[src/rtl/dmem_access_ctrl_pkg.sv]
// dmem_access_ctrl_pkg: access-size and sequencer-state types plus the alignment legality check
package dmem_access_ctrl_pkg;
  typedef enum logic [1:0] {
    byte_size     = 2'b00,
    halfword_size = 2'b01,
    word_size     = 2'b11
  } mem_size_t;
  typedef enum logic [1:0] {DM_IDLE, DM_REQ, DM_WAIT, DM_DONE} dmem_state_t;
  function automatic logic access_fault(input logic [1:0] size, input logic [1:0] off);
    return (size == 2'b10) || (size == halfword_size && off[0]) || (size == word_size && off != 2'b00);
  endfunction
endpackage

[src/rtl/dmem_lane_align.sv]
// dmem_lane_align: size/off/zero_ext/wdata/rdata in -> byte enables, lane-replicated store data, extended load data out
module dmem_lane_align
  import dmem_access_ctrl_pkg::*;
(
  input  logic [1:0]  size,
  input  logic [1:0]  off,
  input  logic        zero_ext,
  input  logic [31:0] wdata,
  input  logic [31:0] rdata,
  output logic [3:0]  be,
  output logic [31:0] wdata_rep,
  output logic [31:0] rdata_ext
);
  logic [7:0]  rb;
  logic [15:0] rh;
  always_comb begin
    rb = rdata[{off, 3'b000} +: 8];
    rh = rdata[{off[1], 4'b0000} +: 16];
    be = size == byte_size ? 4'b0001 << off : size == halfword_size ? 4'b0011 << {off[1], 1'b0} : 4'b1111;
    wdata_rep = size == byte_size ? {4{wdata[7:0]}} : size == halfword_size ? {2{wdata[15:0]}} : wdata;
    rdata_ext = size == byte_size ? {{24{rb[7] & ~zero_ext}}, rb}
              : size == halfword_size ? {{16{rh[15] & ~zero_ext}}, rh} : rdata;
  end
endmodule

[src/rtl/dmem_access_ctrl.sv]
// dmem_access_ctrl: core load/store fields (core_*) -> valid/ready data-memory port (mem_*), with stall/done/err handshake back to the core
module dmem_access_ctrl
  import dmem_access_ctrl_pkg::*;
#(
  parameter int TIMEOUT = 255
) (
  input  logic        clk,
  input  logic        rst,
  input  logic        core_valid,
  input  logic        core_write,
  input  logic [1:0]  core_size,
  input  logic        core_zero_ext,
  input  logic [31:0] core_addr,
  input  logic [31:0] core_wdata,
  output logic        core_stall,
  output logic        core_done,
  output logic        core_err,
  output logic [31:0] core_rdata,
  output logic        mem_req_valid,
  input  logic        mem_req_ready,
  output logic        mem_we,
  output logic [3:0]  mem_be,
  output logic [31:0] mem_addr,
  output logic [31:0] mem_wdata,
  input  logic        mem_rsp_valid,
  input  logic [31:0] mem_rdata
);
  localparam int CW = TIMEOUT > 0 ? $clog2(TIMEOUT + 1) : 1;
  localparam logic [CW-1:0] TLIM = CW'(TIMEOUT - 1);
  dmem_state_t state, nxt;
  logic [CW-1:0] cnt;
  logic [1:0] size_q, off_q;
  logic zext_q, err_q, illegal, tmo;
  logic [31:0] rdata_q, wdata_rep, rdata_ext;
  logic [3:0] be;
  // In IDLE the aligner works on the live request; afterwards on the latched copy for load extraction.
  dmem_lane_align u_align (
    .size      (state == DM_IDLE ? core_size : size_q),
    .off       (state == DM_IDLE ? core_addr[1:0] : off_q),
    .zero_ext  (zext_q),
    .wdata     (core_wdata),
    .rdata     (mem_rdata),
    .be        (be),
    .wdata_rep (wdata_rep),
    .rdata_ext (rdata_ext)
  );
  assign mem_req_valid = state == DM_REQ;
  assign core_done = state == DM_DONE;
  assign core_err = core_done & err_q;
  assign core_rdata = core_done ? rdata_q : '0;
  assign core_stall = core_valid & ~core_done;
  always_comb begin
    illegal = access_fault(core_size, core_addr[1:0]);
    tmo = (TIMEOUT != 0) && (cnt == TLIM);
    nxt = state;
    case (state)
      DM_IDLE: nxt = core_valid ? (illegal ? DM_DONE : DM_REQ) : DM_IDLE;
      DM_REQ:  nxt = mem_req_ready ? DM_WAIT : tmo ? DM_DONE : DM_REQ;
      DM_WAIT: nxt = (mem_rsp_valid || tmo) ? DM_DONE : DM_WAIT;
      default: nxt = DM_IDLE;
    endcase
  end
  always_ff @(posedge clk) begin
    if (rst) begin
      state <= DM_IDLE;
      cnt <= '0;
      size_q <= '0;
      off_q <= '0;
      zext_q <= 1'b0;
      err_q <= 1'b0;
      rdata_q <= '0;
      mem_we <= 1'b0;
      mem_be <= '0;
      mem_addr <= '0;
      mem_wdata <= '0;
    end else begin
      state <= nxt;
      cnt <= state == DM_IDLE ? '0 : cnt + 1'b1;
      if (state == DM_IDLE && core_valid) begin
        err_q <= illegal;
        rdata_q <= '0;
        if (!illegal) begin
          size_q <= core_size;
          off_q <= core_addr[1:0];
          zext_q <= core_zero_ext;
          mem_we <= core_write;
          mem_be <= be;
          mem_addr <= {core_addr[31:2], 2'b00};
          mem_wdata <= wdata_rep;
        end
      end
      // A response wins over a same-cycle timeout; any other exit to DONE from REQ/WAIT is a timeout.
      if (state == DM_WAIT && mem_rsp_valid)
        rdata_q <= mem_we ? '0 : rdata_ext;
      else if (state != DM_IDLE && nxt == DM_DONE)
        err_q <= 1'b1;
    end
  end
endmodule

[config.mk]
export PLATFORM = sky130hd
export DESIGN_NAME = dmem_access_ctrl
export DESIGN_NICKNAME = d
export VERILOG_FILES = /design/src/rtl/dmem_access_ctrl_pkg.sv /design/src/rtl/dmem_lane_align.sv /design/src/rtl/dmem_access_ctrl.sv
export SDC_FILE = /design/constraint.sdc
export NUM_CORES = 1
export LEC_CHECK = 0
export CAP_MARGIN = 10
export CELL_PAD_IN_SITES_DETAIL_PLACEMENT = 1
export CELL_PAD_IN_SITES_GLOBAL_PLACEMENT = 1
export CORE_AREA = 8 8 112 190
export CTS_CLUSTER_SIZE = 40
export DETAILED_ROUTE_END_ITERATION = 6
export DIE_AREA = 0 0 120 198
export HOLD_SLACK_MARGIN = 0.02
export PLACE_DENSITY_LB_ADDON = 0.3
export REMOVE_ABC_BUFFERS = 1
export SYNTH_ARGS = -nofsm -noshare
export SYNTH_HDL_FRONTEND = slang
export SYNTH_SLANG_ARGS = --single-unit
[constraint.sdc]
create_clock -name clk -period 5.3 [get_ports clk]
set_clock_uncertainty 0.1 [all_clocks]
set_input_delay 0.53 -clock clk [delete_from_list [all_inputs] [get_ports clk]]
set_output_delay 0.53 -clock clk [all_outputs]
set_load 0.005 [all_outputs]
==> summary.txt, run 1 <==
Finish
  • Ant. Diodes: 0
  • Area grow syn2layout: 49.9%
  • Share of cells above drive strength 1: 0.0784
  • Nets: 974
  • Final core utilization: 0.441

Floorplan
  • Area of the die: 23800 um^2
  • Die Wd: approximately 120 um
  • Placement Rows: 66
  • Core Area: approximately 19000 um^2
  • Io pins: 210
  • Die H: slightly below 200 um
  • Starting Density: 0.294

Clocking
  • Clock Latency Late Sink: roughly 0.40 ns
  • Setup bufs post-CTS: 0
  • Clk pin slew, worst setup/hold paths: 0.06 ns
  • Num CTS Buffers: 17
  • Clk sinks: 115
  • Hold Buf Count CTS: 0
  • CTS max path bufs: 2
  • Htree depth: 4
  • Cell chosen for the clock root: clkbuf_16
  • Cts repair resizes: 0
  • CTS tree: done

Routing
  • DR vias: ~5600
  • Vias per inst: about 5.0
  • Wirelength per Cell: 19.0 um
  • ANT nets after route: 0
  • Initial drt markers: between 200 and 250
  • WL final: between 20 and 25 mm
  • Residual DRC: 0
  • Drt pass-1 iters: 5

Timing
  • Worst-Margin Slew: 1.11 ns
  • Sum of negative setup slack: 0 ns
  • Final Hold Fails: 0
  • Relative slew margins: 0.255
  • Final hold slack: 0.341 ns
  • RSZ-0062 raised after global routing: false
  • Highest clock rate: 0.341 GHz
  • Finish-stage setup viols: 0
  • Final Cycle Share: 0.553
  • Fin. max-slew vios: 0
  • Period minus WS final: between 2 and 3 ns

Global route
  • Initial antenna violation count: 0
  • Largest net degree at the start of global routing: about 100
  • Total gr overflow: 0
  • Tot GR Track Use: 0.177
  • Vias in the first global route: 5971
  • First-pass GRT wire length: roughly 33 mm

Min path
  • Hold Crit Class: reg -> reg

Synth
  • Post-synth top cells: nand2_1 (178), dfxtp_1 (115), nor2_1 (64)
  • Largest family of logic cells by synthesized area: simple AND/OR/NAND/NOR gates
  • Sequential area share after synthesis: 0.421
  • Distinct cells, synth: 58
  • Syn avg cell area: ~8 um^2
  • Number of flops mapped to enable cells by yosys: 0
  • Post-Synthesis Cells: 691
  • Cell Area, Synth: 5460 um^2
  • Post-synthesis compound-gate area fraction: 0.217
  • Yosys Warn Count: 0
  • Area contributors post-synth: dfxtp_1 (42%), nand2_1 (12%), a21oi_1 (5.7%), nor2_1 (4.4%), and3_1 (4.0%)
  • Asr flop ratio synth: 0
  • Prevailing post-synth register cell: dfxtp_1
  • Synth Area in Simple Gates: 0.273
  • Synth Area in Adders: 0.00458
  • Most frequent cell after synthesis: nand2_1
  • FF+latch count, synth: roughly 120
  • Mux contribution to synthesized area: 0.0185
  • Post-Synth XOR/XNOR Area: 0.00641
  • Post-synth top area cell: dfxtp_1
  • Yosys top cell area share: 0.421

Critical path
  • WP data arrival: around 3.1 ns
  • Max FO, Critical Path: 13
  • WP data required: roughly 5.5 ns
  • Kind of end point of the critical path: register
  • Startpoint types: input pin
  • WS Path Type: in -> reg

Pwr
  • Worst IR drop on VDD: approximately 0.00017 V
  • Pwr/cell area: approximately 310 nW/um^2
  • Leak Pwr: ~3.0 nW

Placement
  • Gp weighted congestion: around 0.83
  • Post-DP HPWL: approximately 15 mm
  • IO Port Bufs: 207

Job
  • Max-Cap Viols: 0

Outcome
  • Outcome: finished, final reports clean
==> power breakdown <==
part           total [mW]  leakage, nW  internal [mW]  switching [mW]
clock                1.09        0.258          0.647           0.443
sequential          0.953        0.936          0.918          0.0348
combinational       0.521         1.83          0.232           0.289
==> cell type report <==
cell class / count / area [um^2]
clock buffers: 17 / 425
well taps: 238 / 298
multi-input cells: 515 / 2880
fillers: 2210 / 10400
inverters: 4 / 15.0
repair buffers: 214 / 2130
clock inverters: 15 / 134
flip-flops and latches: 115 / 2300
==> metrics by stage <==
stage | setup slack, ns | area, um^2 | power, mW | cells
4_1_cts | 2.38 | 8190 | 2.61 | 1118
3_5_place_dp | 1.98 | 7630 | 1.50 | 1086
2_1_floorplan | 0.265 | 5160 | 1.21 | 634
3_3_place_gp | 1.98 | 7630 | 1.49 | 1086
6_report | 2.37 | 8190 | 2.56 | 1118
5_1_grt | 2.28 | 8190 | 2.70 | 1118
==> sequential cells by signal, indices dropped and copies added, names as in the netlist <==
register	cells
mem_wdata	32
rdata_q	32
mem_addr	30
cnt	8
mem_be	4
off_q	2
size_q	2
state	2
err_q	1
mem_we	1
zext_q	1
==> per-layer routing <==
layer	track usage	vias to the layer above	wire (um)
li1	-	2760	-
met1	0.176	2687	7960
met2	0.325	151	11200
met3	0.0596	23	1450
met4	0.0767	0	638
met5	0	-	0
==> path summary, 6_finish.rpt <==
check / from / endpoint / slack [ns] / cells after the start
setup / recovery: core_size[1] / rdata_q[3]$_SDFFE_PP0P_ / 2.37 / 6
hold reg to reg: rdata_q[26]$_SDFFE_PP0P_ / rdata_q[26]$_SDFFE_PP0P_ / 0.34 / 2
setup reg to reg: state[0]$_SDFF_PP0_ / rdata_q[9]$_SDFFE_PP0P_ / 2.54 / 5
hold / removal: rdata_q[26]$_SDFFE_PP0P_ / rdata_q[26]$_SDFFE_PP0P_ / 0.34 / 2
==> cell families (layout without fill, tap and decap cells) <==
family	after synthesis	count (layout)
buffers and inverters	62	250
other	1	2
adder cells (fa/ha/maj)	2	2
AND/OR/NAND/NOR	335	335
AO/OA/AOI/OAI	162	162
flip-flops	115	115
multiplexers	10	10
XOR/XNOR	4	4
==> worst max-delay path, cell delays in order <==
cell	delay (ns)
clkdlybuf4s50_1	0.58
or4_1	0.65
o31a_1	0.36
nor2_1	0.56
nand3_1	0.16
a32o_1	0.28
==> placed cells by master, fill, tap and decap left out, types with 2 or more instances in the layout <==
cell / netlist / routed
clkdlybuf4s50_1: 0 / 206
nand2_1: 178 / 178
dfxtp_1: 115 / 115
nor2_1: 64 / 64
a21oi_1: 62 / 62
and3_1: 35 / 35
nand3_1: 25 / 24
clkbuf_16: 0 / 17
o21ai_0: 16 / 16
o21ai_1: 12 / 12
a211oi_1: 12 / 12
a311oi_1: 11 / 11
mux2i_1: 9 / 8
nor3_1: 8 / 8
a221oi_1: 7 / 7
a32o_1: 7 / 7
a222oi_1: 7 / 7
a311oi_2: 7 / 7
buf_4: 7 / 7
clkinvlp_4: 0 / 6
inv_1: 4 / 4
nand2b_1: 3 / 3
nor2b_1: 3 / 3
or2_2: 3 / 3
xor2_1: 3 / 3
clkinv_2: 0 / 3
inv_6: 0 / 3
or3b_1: 2 / 2
o21a_1: 2 / 2
a2111oi_4: 2 / 2
o31ai_4: 1 / 2
a211oi_2: 2 / 2
a22oi_1: 2 / 2
o22ai_1: 2 / 2
or3_1: 2 / 2
ha_1: 2 / 2
conb_1: 1 / 2
clkinv_4: 0 / 2
Note: power is estimated with default switching activity, not from simulation.
==> run 2, diff against run 1 <==
Settings changed: CORE_AREA 8 8 112 190 to 8 8 115 196, DIE_AREA 0 0 120 198 to 0 0 123 204.
Clock period 5.3 ns to 2.5 ns, I/O delays scaled along.
==> run 2 against run 1 <==
  * The flow now finishes with violations (design-rule violations)
  * Total power is 130% higher
  * Sequential power is 110% higher
  * Highest routed layer unchanged
  * Combinational power is 130% higher
  * Worst hold slack worse by 0.23 ns
  * Largest cell class unchanged
==> summary.txt, run 2 (same netlist as run 1, synthesis figures left out) <==
Timing
  • Highest clock rate: roughly 0.43 GHz
  • Final Cycle Share: 0.932
  • RSZ-0062 raised after global routing: false
  • Fin. max-slew vios: 0
  • Final Hold Fails: 0
  • Period minus WS final: between 2 and 2.5 ns
  • Finish-stage setup viols: 0
  • Worst setup margin: about 0.17 ns

Routing
  • Drt pass-1 iters: 7
  • DR vias: 5744
  • ANT nets after route: 0
  • Wirelength per Cell: ~19 um
  • Residual DRC: 1
  • WL final: between 20 and 25 mm
  • Initial drt markers: approximately 290
  • Vias per inst: roughly 5.0

Pwr
  • Clock power share: 0.458
  • Pwr/cell area: 695 nW/um^2
  • Comb pwr share: 0.201
  • Worst IR drop on VDD: 0.000367 V
  • Internal power: between 4 and 5 mW
  • Leak Pwr: 3.23 nW
  • Pwr Total: between 5 and 6 mW
  • Sw frac: 0.272
  • Seq pwr share: 0.341
  • P_sw: about 1.6 mW

Floorplan
  • Starting Density: 0.273
  • Core Area: approximately 20000 um^2
  • Area of the die: approximately 25000 um^2
  • Placement Rows: around 70
  • Die Wd: between 100 and 150 um
  • Io pins: 210
  • Die H: roughly 200 um

Critical path
  • WP data required: around 2.7 ns
  • Startpoint types: register
  • WP data arrival: ~2.5 ns
  • Kind of end point of the critical path: register
  • WS Path Type: reg -> reg
  • Max FO, Critical Path: 12

Clocking
  • Clk sinks: 115
  • Cell chosen for the clock root: clkbuf_16
  • Clk pin slew, worst setup/hold paths: around 0.06 ns
  • Clock Latency Late Sink: 0.43 ns
  • CTS tree: done
  • Htree depth: 4
  • Num CTS Buffers: 17
  • CTS max path bufs: 2

Placement
  • Post-DP HPWL: ~16 mm
  • Setup Slack @ Placement: -0.160 ns
  • IO Port Bufs: about 210
  • Gp weighted congestion: between 0.8 and 0.9

Finish
  • Largest regs: mem_wdata (32), rdata_q (32), mem_addr (30)
  • Area of the multi-input gates: around 2900 um^2
  • Commonest non-fill, non-tap cell in the layout: clkdlybuf4s50_1
  • Seq. cell area: 2300 um^2
  • Ant. Diodes: 0
  • Area grow syn2layout: 56.7%
  • Most frequent cells in the layout: clkdlybuf4s50_1 (206), nand2_1 (178), dfxtp_1 (113)
  • Nets: ~1000
  • Share of cells above drive strength 1: 0.108
  • Fill cells: about 2400

Outcome
  • Failing checks: design-rule violations
  • Outcome: finished with violations

Global route
  • First-pass GRT wire length: 34.6 mm
  • Vias in the first global route: 6227
  • Largest net degree at the start of global routing: 55
  • Total gr overflow: 0
  • Initial antenna violation count: 0
  • Tot GR Track Use: 0.180

Min path
  • Hold Crit Class: in -> reg

Job
  • Max-Cap Viols: 0
run 2: changes by cell type in the layout (fill, tap and decap cells not counted), moves of 3 or more:
cell | before | now
clkbuf_8 | 0 | 6
buf_4 | 7 | 31
inv_6 | 3 | 0
clkinvlp_4 | 6 | 2
buf_12 | 1 | 4
bufinv_16 | 1 | 4
run 2: power groups by stage:
| stage | logic, mW | clock network [mW] | registers [mW] |
|---|---|---|---|
| floorplan | 0.496 | 0 | 2.07 |
| global placement | 1.19 | 0 | 2.06 |
| detailed placement | 1.20 | 0 | 2.07 |
| CTS | 1.21 | 2.79 | 2.03 |
| global route | 1.31 | 2.87 | 2.04 |
| finish | 1.19 | 2.73 | 2.03 |
run 2: area by class of cell:
cell class              count  share of cell area
well taps                 248              0.0362
inverters                   4             0.00175
repair buffers            242               0.279
flip-flops and latches    115               0.269
clock inverters             8              0.0170
multi-input cells         515               0.337
clock buffers              24              0.0598
run 2: repair_timing:
action                                  CTS  global route
hold buffers                              0             0
buffers inserted                          0             1
endpoints found under the setup margin   46            26
pin swaps                                 1             1
gates resized for setup                   1             3
gates cloned                              0             0
run 2: routing by layer:
| layer | vias up | wire length [um] | share of wire | track usage |
|---|---|---|---|---|
| li1 | 2810 | - | - | - |
| met2 | 176 | 11800 | 0.53 | 0.326 |
| met5 | - | 0 | 0 | 0 |
| met3 | 43 | 1500 | 0.067 | 0.0562 |
| met1 | 2715 | 8100 | 0.36 | 0.177 |
| met4 | 0 | 919 | 0.041 | 0.0938 |
run 2: through the flow:
step	util	TNS, ns	instances	area, um^2	hold slack, ns
floorplan	-	-182.97	634	5160	0.216
global placement	0.393	-1.21	1123	7870	0.327
detailed placement	0.393	-1.79	1123	7870	0.341
CTS	0.426	0	1155	8530	0.100
global route	0.427	0	1156	8560	0.101
finish	0.427	0	1156	8560	0.108
run 2: worst max-delay path, stage by stage (launching register included):
cell and delay, ns:
dfxtp_2 0.37, buf_4 0.18, or3b_4 0.42, nand2_1 0.17, buf_4 0.17, nand2_4 0.14
buf_4 0.20, mux2i_1 0.31, a221oi_1 0.12
run 2: worst paths after layout:
check,startpoint,cells after the start,end,slack (ns)
min,rst,2,state[0]$_SDFF_PP0_,0.11
max reg2reg,state[1]$_SDFF_PP0_,8,rdata_q[12]$_SDFFE_PP0P_,0.17
max,state[1]$_SDFF_PP0_,8,rdata_q[12]$_SDFFE_PP0P_,0.17
min reg2reg,rdata_q[25]$_SDFFE_PP0P_,2,rdata_q[25]$_SDFFE_PP0P_,0.34
==> run 3, diff against run 2 <==
Settings changed: CAP_MARGIN 10 to 30.
==> results of run 3 <==
Final layout, timing and power as in run 2 (identical DEF).
